## src/rtl/counter_pkg.sv

```systemverilog
// Shared constants and small types for the parametrised up/down counter
// family: direction and mode encodings, the width bound and the per-edge
// operation selected by the priority decoder.
package counter_pkg;

   // Direction encoding on up_down
   localparam logic DIR_UP   = 1'b1;
   localparam logic DIR_DOWN = 1'b0;

   // Boundary behaviour encoding on saturate
   localparam logic MODE_WRAP = 1'b0;
   localparam logic MODE_SAT  = 1'b1;

   // Upper bound on the WIDTH parameter
   localparam int unsigned MAX_WIDTH = 32;
   localparam int unsigned MIN_WIDTH = 2;

   // Operation chosen for one clock edge, in priority order
   // clear > load > enable > hold.
   typedef enum logic [1:0] {
      OP_HOLD  = 2'd0,
      OP_CLEAR = 2'd1,
      OP_LOAD  = 2'd2,
      OP_STEP  = 2'd3
   } counter_op_e;

   // Resolve the control inputs of one edge into a single operation.
   function automatic counter_op_e decode_op(input logic clear,
                                             input logic load,
                                             input logic enable);
      counter_op_e op;
      if (clear)       op = OP_CLEAR;
      else if (load)   op = OP_LOAD;
      else if (enable) op = OP_STEP;
      else             op = OP_HOLD;
      return op;
   endfunction

endpackage : counter_pkg

```

## src/rtl/sticky_flag.sv

```systemverilog
// Set-dominant sticky flag: once set it holds until cleared, and a set in
// the same cycle as a clear leaves it set.
module sticky_flag (
   input  logic clk,
   input  logic reset_n,
   input  logic set,
   input  logic clear,
   output logic q
);

   // Latch events; set beats clear so a same-cycle event is never lost.
   always_ff @(posedge clk or negedge reset_n) begin
      if (!reset_n) begin
         q <= 1'b0;
      end else if (set) begin
         q <= 1'b1;
      end else if (clear) begin
         q <= 1'b0;
      end
   end

endmodule : sticky_flag

```

## src/rtl/param_updown_counter.sv

```systemverilog
// Parametrised up/down counter with a programmable limit (count range
// 0..limit), synchronous clear/load, wrap-or-saturate boundary handling,
// one-cycle overflow/underflow pulses and sticky copies of both.
// All outputs are registered; there is no input-to-output combinational path.
module param_updown_counter
   import counter_pkg::*;
#(
   parameter int unsigned WIDTH = 4
) (
   input  logic             clk,
   input  logic             reset_n,
   input  logic             clear,
   input  logic             enable,
   input  logic             up_down,
   input  logic             saturate,
   input  logic [WIDTH-1:0] limit,
   input  logic             load,
   input  logic [WIDTH-1:0] load_value,
   input  logic             flag_clear,
   output logic [WIDTH-1:0] counter_out,
   output logic             overflow_out,
   output logic             underflow_out,
   output logic             overflow_sticky,
   output logic             underflow_sticky,
   output logic             at_limit
);

   // Reject out-of-range widths at elaboration time.
   if (WIDTH < MIN_WIDTH || WIDTH > MAX_WIDTH) begin : g_width_check
      $error("param_updown_counter: WIDTH must be in 2..32");
   end

   localparam logic [WIDTH-1:0] ONE  = WIDTH'(1);
   localparam logic [WIDTH-1:0] ZERO = '0;

   counter_op_e      op;
   logic [WIDTH-1:0] cnt_nxt;
   logic [WIDTH-1:0] cnt_dec;
   logic [WIDTH-1:0] load_clamped;
   logic             ovf_evt;
   logic             unf_evt;
   logic             at_limit_nxt;
   logic             sticky_clr;

   // Next-state computation: priority decode, boundary detection and the
   // new count, all from the current registered count and sampled inputs.
   always_comb begin
      // NOTE: every signal assigned here gets a default first so no path
      // leaves it unassigned, which would otherwise infer a latch.
      op           = decode_op(clear, load, enable);
      cnt_nxt      = counter_out;
      cnt_dec      = counter_out - ONE;
      load_clamped = (load_value > limit) ? limit : load_value;
      ovf_evt      = 1'b0;
      unf_evt      = 1'b0;

      unique case (op)
         OP_CLEAR: cnt_nxt = ZERO;
         OP_LOAD:  cnt_nxt = load_clamped;
         OP_STEP: begin
            if (up_down == DIR_UP) begin
               // Compare before incrementing: a count at or above the
               // limit is a boundary, so all-ones never relies on carry-out.
               if (counter_out < limit) begin
                  cnt_nxt = counter_out + ONE;
               end else begin
                  ovf_evt = 1'b1;
                  cnt_nxt = (saturate == MODE_SAT) ? limit : ZERO;
               end
            end else begin
               if (counter_out != ZERO) begin
                  // A count left above a lowered limit is pulled back in.
                  cnt_nxt = (cnt_dec > limit) ? limit : cnt_dec;
               end else begin
                  unf_evt = 1'b1;
                  cnt_nxt = (saturate == MODE_SAT) ? ZERO : limit;
               end
            end
         end
         default: cnt_nxt = counter_out;
      endcase

      at_limit_nxt = (cnt_nxt >= limit);
   end

   // Register the count, the boundary pulses and the limit indication.
   always_ff @(posedge clk or negedge reset_n) begin
      // NOTE: sequential state uses non-blocking assignments so every
      // register samples pre-edge values regardless of statement order.
      if (!reset_n) begin
         counter_out   <= ZERO;
         overflow_out  <= 1'b0;
         underflow_out <= 1'b0;
         at_limit      <= 1'b0;
      end else begin
         counter_out   <= cnt_nxt;
         overflow_out  <= ovf_evt;
         underflow_out <= unf_evt;
         at_limit      <= at_limit_nxt;
      end
   end

   // A synchronous clear never coincides with an event (clear has top
   // priority), so folding it into the sticky clear zeroes the flags.
   assign sticky_clr = clear | flag_clear;

   sticky_flag u_overflow_sticky (
      .clk     (clk),
      .reset_n (reset_n),
      .set     (ovf_evt),
      .clear   (sticky_clr),
      .q       (overflow_sticky)
   );

   sticky_flag u_underflow_sticky (
      .clk     (clk),
      .reset_n (reset_n),
      .set     (unf_evt),
      .clear   (sticky_clr),
      .q       (underflow_sticky)
   );

endmodule : param_updown_counter
```

## config.mk

```make
export PLATFORM = sky130hd
export DESIGN_NAME = param_updown_counter
export DESIGN_NICKNAME = d
export VERILOG_FILES = /design/src/rtl/counter_pkg.sv /design/src/rtl/sticky_flag.sv /design/src/rtl/param_updown_counter.sv
export SDC_FILE = /design/constraint.sdc
export NUM_CORES = 1
export LEC_CHECK = 0
export ABC_CLOCK_PERIOD_IN_PS = 4200
export BUFFER_PORTS_ARGS = -buffer_cell sky130_fd_sc_hd__buf_2
export CAP_MARGIN = 10
export CORE_ASPECT_RATIO = 2
export CORE_MARGIN = 3
export CORE_UTILIZATION = 40
export DETAILED_ROUTE_END_ITERATION = 16
export SYNTH_ARGS = -nofsm -noshare
export SYNTH_HDL_FRONTEND = slang
export SYNTH_SLANG_ARGS = --single-unit
```

## constraint.sdc

```tcl
create_clock -name clk -period 4.2 [get_ports clk]
set_input_delay 0.21 -clock clk [delete_from_list [all_inputs] [get_ports clk]]
set_output_delay 0.21 -clock clk [all_outputs]
set_load 0.01 [all_outputs]
```

# Word-level counts from Yosys, hierarchy flattened
# Cells that the tools add are included.
[op_classes]
addsub = 2
mux = 20
magnitude_cmp = 4
reduce_logical = 3
eq_ne = 3
n_bitwise = 1
[op_table]
columns = ["cell", "count"]
rows = [
  ["$mux 4", 7],
  ["$pmux 4 s3", 1],
  ["$mux 1", 9],
  ["$gt 4x4->1", 2],
  ["$mux 2", 3],
  ["$add 4x1->4 const B", 1],
  ["$eq 2x2->1 const B", 2],
  ["$ge 4x4->1", 1],
  ["$lt 4x4->1", 1],
  ["$reduce_bool 2->1", 2],
  ["$reduce_bool 4->1", 1],
  ["$sub 4x1->4 const B", 1],
  ["$eq 2x1->1 const B", 1],
  ["$or 1x1->1", 1],
]
[word_totals]
register_bits = 9
output_inout_bits = 9

# Logic depth before layout (Yosys ltp)
[logic_depth]
word_depth = 7
mapped_depth = 16
depth_no_buf = 16

# Modules after synthesis
# A second synthesis with hierarchy kept.
[unflattened]
cells_unflattened = 118
hier_area_um2 = 1051.0
[modules_own_cells]
columns = ["mod", "cells_per_inst", "instances", "seq_area_each_um2", "area_per_inst_um2"]
rows = [
  ["param_updown_counter", 112, 1, 175.2, 978.4],
  ["sticky_flag", 3, 2, 25.0, 36.3],
]

# Worst setup path after synthesis
# No wires, ideal clock.
[synth_path]
kind = "flip-flop to flip-flop"
start = "register counter_out[0]"
end = "register at_limit"
period_less_slack_ns = 3.075
t_required_ns = 4.078
path_slack_ns = 1.125
path_stages_with_launch = 15
path_buffers = 0
t_arrival_ns = 2.953
cell_sequence = "dfrtp_1 inv_1 ha_1 xor2_1 ha_1 and4b_2 a21oi_2 mux2_2 a211o_1 o211ai_2 ha_1 a21oi_1 nor2b_1 o21ai_0 nand2b_1"
[synth_between]
elab_chain_len = 7
elab_cells_between_ends = 11
[synth_lines]
columns = ["element", "line_no", "text"]
rows = [
  ["from (decl)", "param_updown_counter.sv:20", "output logic [WIDTH-1:0] counter_out,"],
  ["from (signal assigned)", "param_updown_counter.sv:96", "counter_out <= cnt_nxt;"],
  ["$sub 4x1->4", "param_updown_counter.sv:52", "cnt_dec = counter_out - ONE;"],
  ["$gt 4x4->1", "param_updown_counter.sv:73", "cnt_nxt = (cnt_dec > limit) ? limit : cnt_dec;"],
  ["$mux 4", "param_updown_counter.sv:73", ""],
  ["$mux 4", "param_updown_counter.sv:71", "if (counter_out != ZERO) begin"],
  ["$mux 4 *", "param_updown_counter.sv:61", "if (up_down == DIR_UP) begin"],
  ["$pmux 4 s3 *", "param_updown_counter.sv:57", "unique case (op)"],
  ["net cnt_nxt[1]", "param_updown_counter.sv:37", "logic [WIDTH-1:0] cnt_nxt;"],
  ["$ge 4x4->1 *", "param_updown_counter.sv:83", "at_limit_nxt = (cnt_nxt >= limit);"],
  ["net at_limit_nxt", "param_updown_counter.sv:42", "logic at_limit_nxt;"],
  ["to (signal assigned)", "param_updown_counter.sv:99", "at_limit <= at_limit_nxt;"],
  ["to (decl)", "param_updown_counter.sv:25", "output logic at_limit"],
]
# The timed path passes the listed nets; every way through them passes the cells marked *.
# A chain may end at the register's enable or synchronous reset.

# Worst setup path after layout
[layout_path]
start = "register counter_out[0]"
end = "register at_limit"
[layout_between]
elab_chain_len = 7
elab_cells_between_ends = 11
[layout_lines]
columns = ["element", "line_no"]
rows = [
  ["$sub 4x1->4", "param_updown_counter.sv:52"],
  ["$gt 4x4->1", "param_updown_counter.sv:73"],
  ["$mux 4", "param_updown_counter.sv:73"],
  ["$mux 4", "param_updown_counter.sv:71"],
  ["$mux 4", "param_updown_counter.sv:61"],
  ["$pmux 4 s3 *", "param_updown_counter.sv:57"],
  ["$ge 4x4->1 *", "param_updown_counter.sv:83"],
  ["net at_limit_nxt", "param_updown_counter.sv:42"],
]
# Marks and branches as above.

==> flow_metrics.env <==
export IMPL_postCtsResizedCells=0
export IMPL_drv_slew=0
export IMPL_yosysWarnings=0
export IMPL_pre_cts_ws_ns=0.811
export IMPL_crit_required_ns=4.33
export IMPL_htree_levels=1
export IMPL_worst_slack_ns=0.798
export IMPL_outcome="finished clean"
export IMPL_synth_cell_types=31
export IMPL_irDropWorstVdd_v=0.000124
export IMPL_layout_drive_gt1_share_pct=24.5
export IMPL_p_clk_share_pct=26.6
export IMPL_gr_total_overflow=0
export IMPL_port_buffers=24
export IMPL_cp_start_kind="flop"
export IMPL_cp_end_kind="flop"
export IMPL_synth_area_per_cell_sq_um=8.82
export IMPL_drtPass1Iterations=4
export IMPL_initial_core_util_pct=43.2
export IMPL_clkLatencyLatePin_ns=0.24
export IMPL_nets=182
export IMPL_fin_util_pct=51.9
export IMPL_drcViolationCount=0
export IMPL_drt_initial_drc_count=18
export IMPL_p_sw_share_pct=38.2
export IMPL_critPathMaxFanout=8
export IMPL_cp_startpoint="counter_out[0]"
export IMPL_powerDensity_nw_per_um2=309
export IMPL_core_rowCount=25
export IMPL_antenna_cells=0
export IMPL_finalClockSkew_ns=0.00326
export IMPL_synth_area_sq_um=1040
export IMPL_fin_crit_sh_pct=81.0
export IMPL_wl_mm=2.75
export IMPL_intPower_mw=0.239
export IMPL_arrival_ns=3.53
export IMPL_die_width_microns=42.1
export IMPL_clockRootBuffer="clkbuf_8"
export IMPL_fill_cells=239
export IMPL_worst_pin_slew_ns=0.545
export IMPL_hpwl_mm=2.36
export IMPL_pwr_share_seq_pct=28.0
export IMPL_cts_sinks=9
export IMPL_antenna_found_initial=0
export IMPL_regArea_sq_um=225
export IMPL_grt_pass1_wl_mm=4.42
export IMPL_r2r_start="counter_out[0]"
export IMPL_r2r_slack_ns=0.80
export IMPL_core_sq_um=2410
export IMPL_min_path_type="primary input to flop"
export IMPL_timing_fmax_mhz=294
export IMPL_synth_fp_nets=152
export IMPL_cts_buffer_depth=2
export IMPL_dieHeight_microns=78.1
export IMPL_cts_tree="yes"
export IMPL_multi_input_area_sq_um=782
export IMPL_r2r_worst_path_cells=15
export IMPL_clk_pin_slew_ns=0.05
export IMPL_fin_tns_setup_ns=0
export IMPL_area_delta_synth_final_pct=20.2
export IMPL_power_switching_mw=0.148
export IMPL_die_area_sq_um=3290
export IMPL_synthCells=118
export IMPL_cts_inserted_buffers=3
export IMPL_dr_total_vias=971
export IMPL_setup_violations=0
export IMPL_endpoint="at_limit"
export IMPL_power_share_combinational_pct=45.5
export IMPL_vias_per_cell=5.58
export IMPL_grtUsageTotal_pct=17.5
export IMPL_critical_path_class="flop to flop"
export IMPL_rsz0062_at_grt="false"
export IMPL_p_leak_nw=0.668
export IMPL_grt_max_degree=10
export IMPL_place_gp_congestion=0.857
export IMPL_period_minus_slack_ns=3.40
export IMPL_post_drt_wl_per_cell_microns=15.8
export IMPL_hold_viol=0
export IMPL_detail_route_antenna_nets=0
export IMPL_io_pin_count=25
export IMPL_cap_violations=0
export IMPL_yosysSeqAreaShare_pct=21.6
export IMPL_grt_pass1_vias=987
export IMPL_synth_seq_cells=9
export IMPL_relSlewSlack_pct=63.4
export IMPL_timing_rr_end="at_limit"
[metrics by stage]
step	total power, mW	area, sq um	cells	hold slack, ns
3_3_place_gp	0.281	1190	169	0.0722
2_1_floorplan	0.233	1040	118	-0.0856
4_1_cts	0.389	1250	174	0.295
3_5_place_dp	0.285	1190	169	0.0727
6_report	0.386	1250	174	0.294
5_1_grt	0.415	1250	174	0.310
[layout make-up]
| cell class | count | area share (%) |
|---|---|---|
| clock buffers | 3 | 3.30 |
| repair buffers | 25 | 10.4 |
| multi-input cells | 100 | 62.5 |
| clock inverters | 1 | 0.400 |
| flip-flops and latches | 9 | 18.0 |
| inverters | 9 | 2.70 |
| well taps | 27 | 2.70 |
[layer usage]
layer	vias up	track usage [%]	part of all wire, %
li1	485	-	-
met1	447	16.8	36
met2	28	34.5	56
met3	11	1.83	3.6
met4	0	9.35	4.1
met5	-	0	0
[cells by family after synthesis]
logic type	count (synthesis)	synth area share (%)
adders and majority gates	18	21.6
muxes	11	10.8
xor gates and xnor gates	4	3.37
and+or+nand+nor	40	19.3
DFF	9	21.6
buffers and inverters	9	3.24
AOI/OAI and AO/OA	27	20.0
[sequential cells by signal (all words and copies together), names as in the netlist]
signal	flops
u_overflow_sticky.q	1
u_underflow_sticky.q	1
at_limit	1
underflow_out	1
counter_out	4
overflow_out	1
[cell usage after synthesis]
library cell   n  share of area [%]
ha_1          18                 22
nor2_1        12                4.3
nand2_1       10                3.6
dfrtp_1        9                 22
inv_1          9                3.2
mux2i_1        9                8.7
a21oi_1        6                2.9
nand2b_1       5                3.0
o211ai_1       5                3.6
a21o_1         3                2.2
nor3_1         3                1.4
o21ai_0        3                1.4
xor2_1         3                2.5
and2_1         2                1.2
and3_1         2                1.2
mux2_2         2                2.2
nand3_1        2               0.96
nor2b_1        2                1.2
a211o_1        1               0.84
a211oi_1       1               0.72
a21oi_2        1               0.84
a41oi_2        1                1.6
and4b_2        1                1.1
nand2b_4       1                1.3
o2111ai_1      1               0.84
o211a_1        1               0.96
o211ai_2       1                1.2
o21ai_1        1               0.48
o21ai_4        1                1.6
o311ai_0       1               0.84
xnor2_1        1               0.84
[timing repair]
item	4_1_cts	5_1_grt
buffers inserted	0	0
hold buffers	1	0
endpoints found under the hold margin	9	0
[cells in the final DEF (no fill, tap or decap), drive strengths merged, types with 5 or more instances in the layout]
cell type  Yosys  final
nand2b         6      6
nand2         10     10
mux2i          9      9
buf            0     24
inv            9      9
ha            18     18
nor2          12     12
a21oi          7      7
dfrtp          9      9
o211ai         6      6
o21ai          5      5
[power groups by stage]
stage	combinational, mW	clock [mW]	sequential, mW
floorplan	0.124	0	0.109
global placement	0.172	0	0.109
detailed placement	0.176	0	0.109
CTS	0.178	0.103	0.108
global route	0.199	0.107	0.110
finish	0.176	0.103	0.108
[critical path: stages, from the launching register on]
cell and delay [ns]:
dfrtp_1 0.52, inv_1 0.13, ha_1 0.29, xor2_1 0.22
ha_1 0.28, and4b_2 0.23, a21oi_2 0.26, mux2i_1 0.26
o211ai_1 0.15, o211a_1 0.15, ha_1 0.26, nand2b_1 0.14
a21oi_1 0.15, nor2b_1 0.05, o21ai_0 0.14, nand2b_1 0.07
[worst min-delay path by stage]
stage | from | cells after the start | endpoint | slack (ns)
after floorplan | reset_n | 0 | at_limit | -0.09
after global placement | reset_n | 1 | underflow_out | 0.07
after detailed placement | reset_n | 1 | underflow_out | 0.07
after CTS | up_down | 2 | overflow_out | 0.30
after global routing | up_down | 2 | overflow_out | 0.31
final | up_down | 2 | overflow_out | 0.29
(Power assumes the default switching activity.)
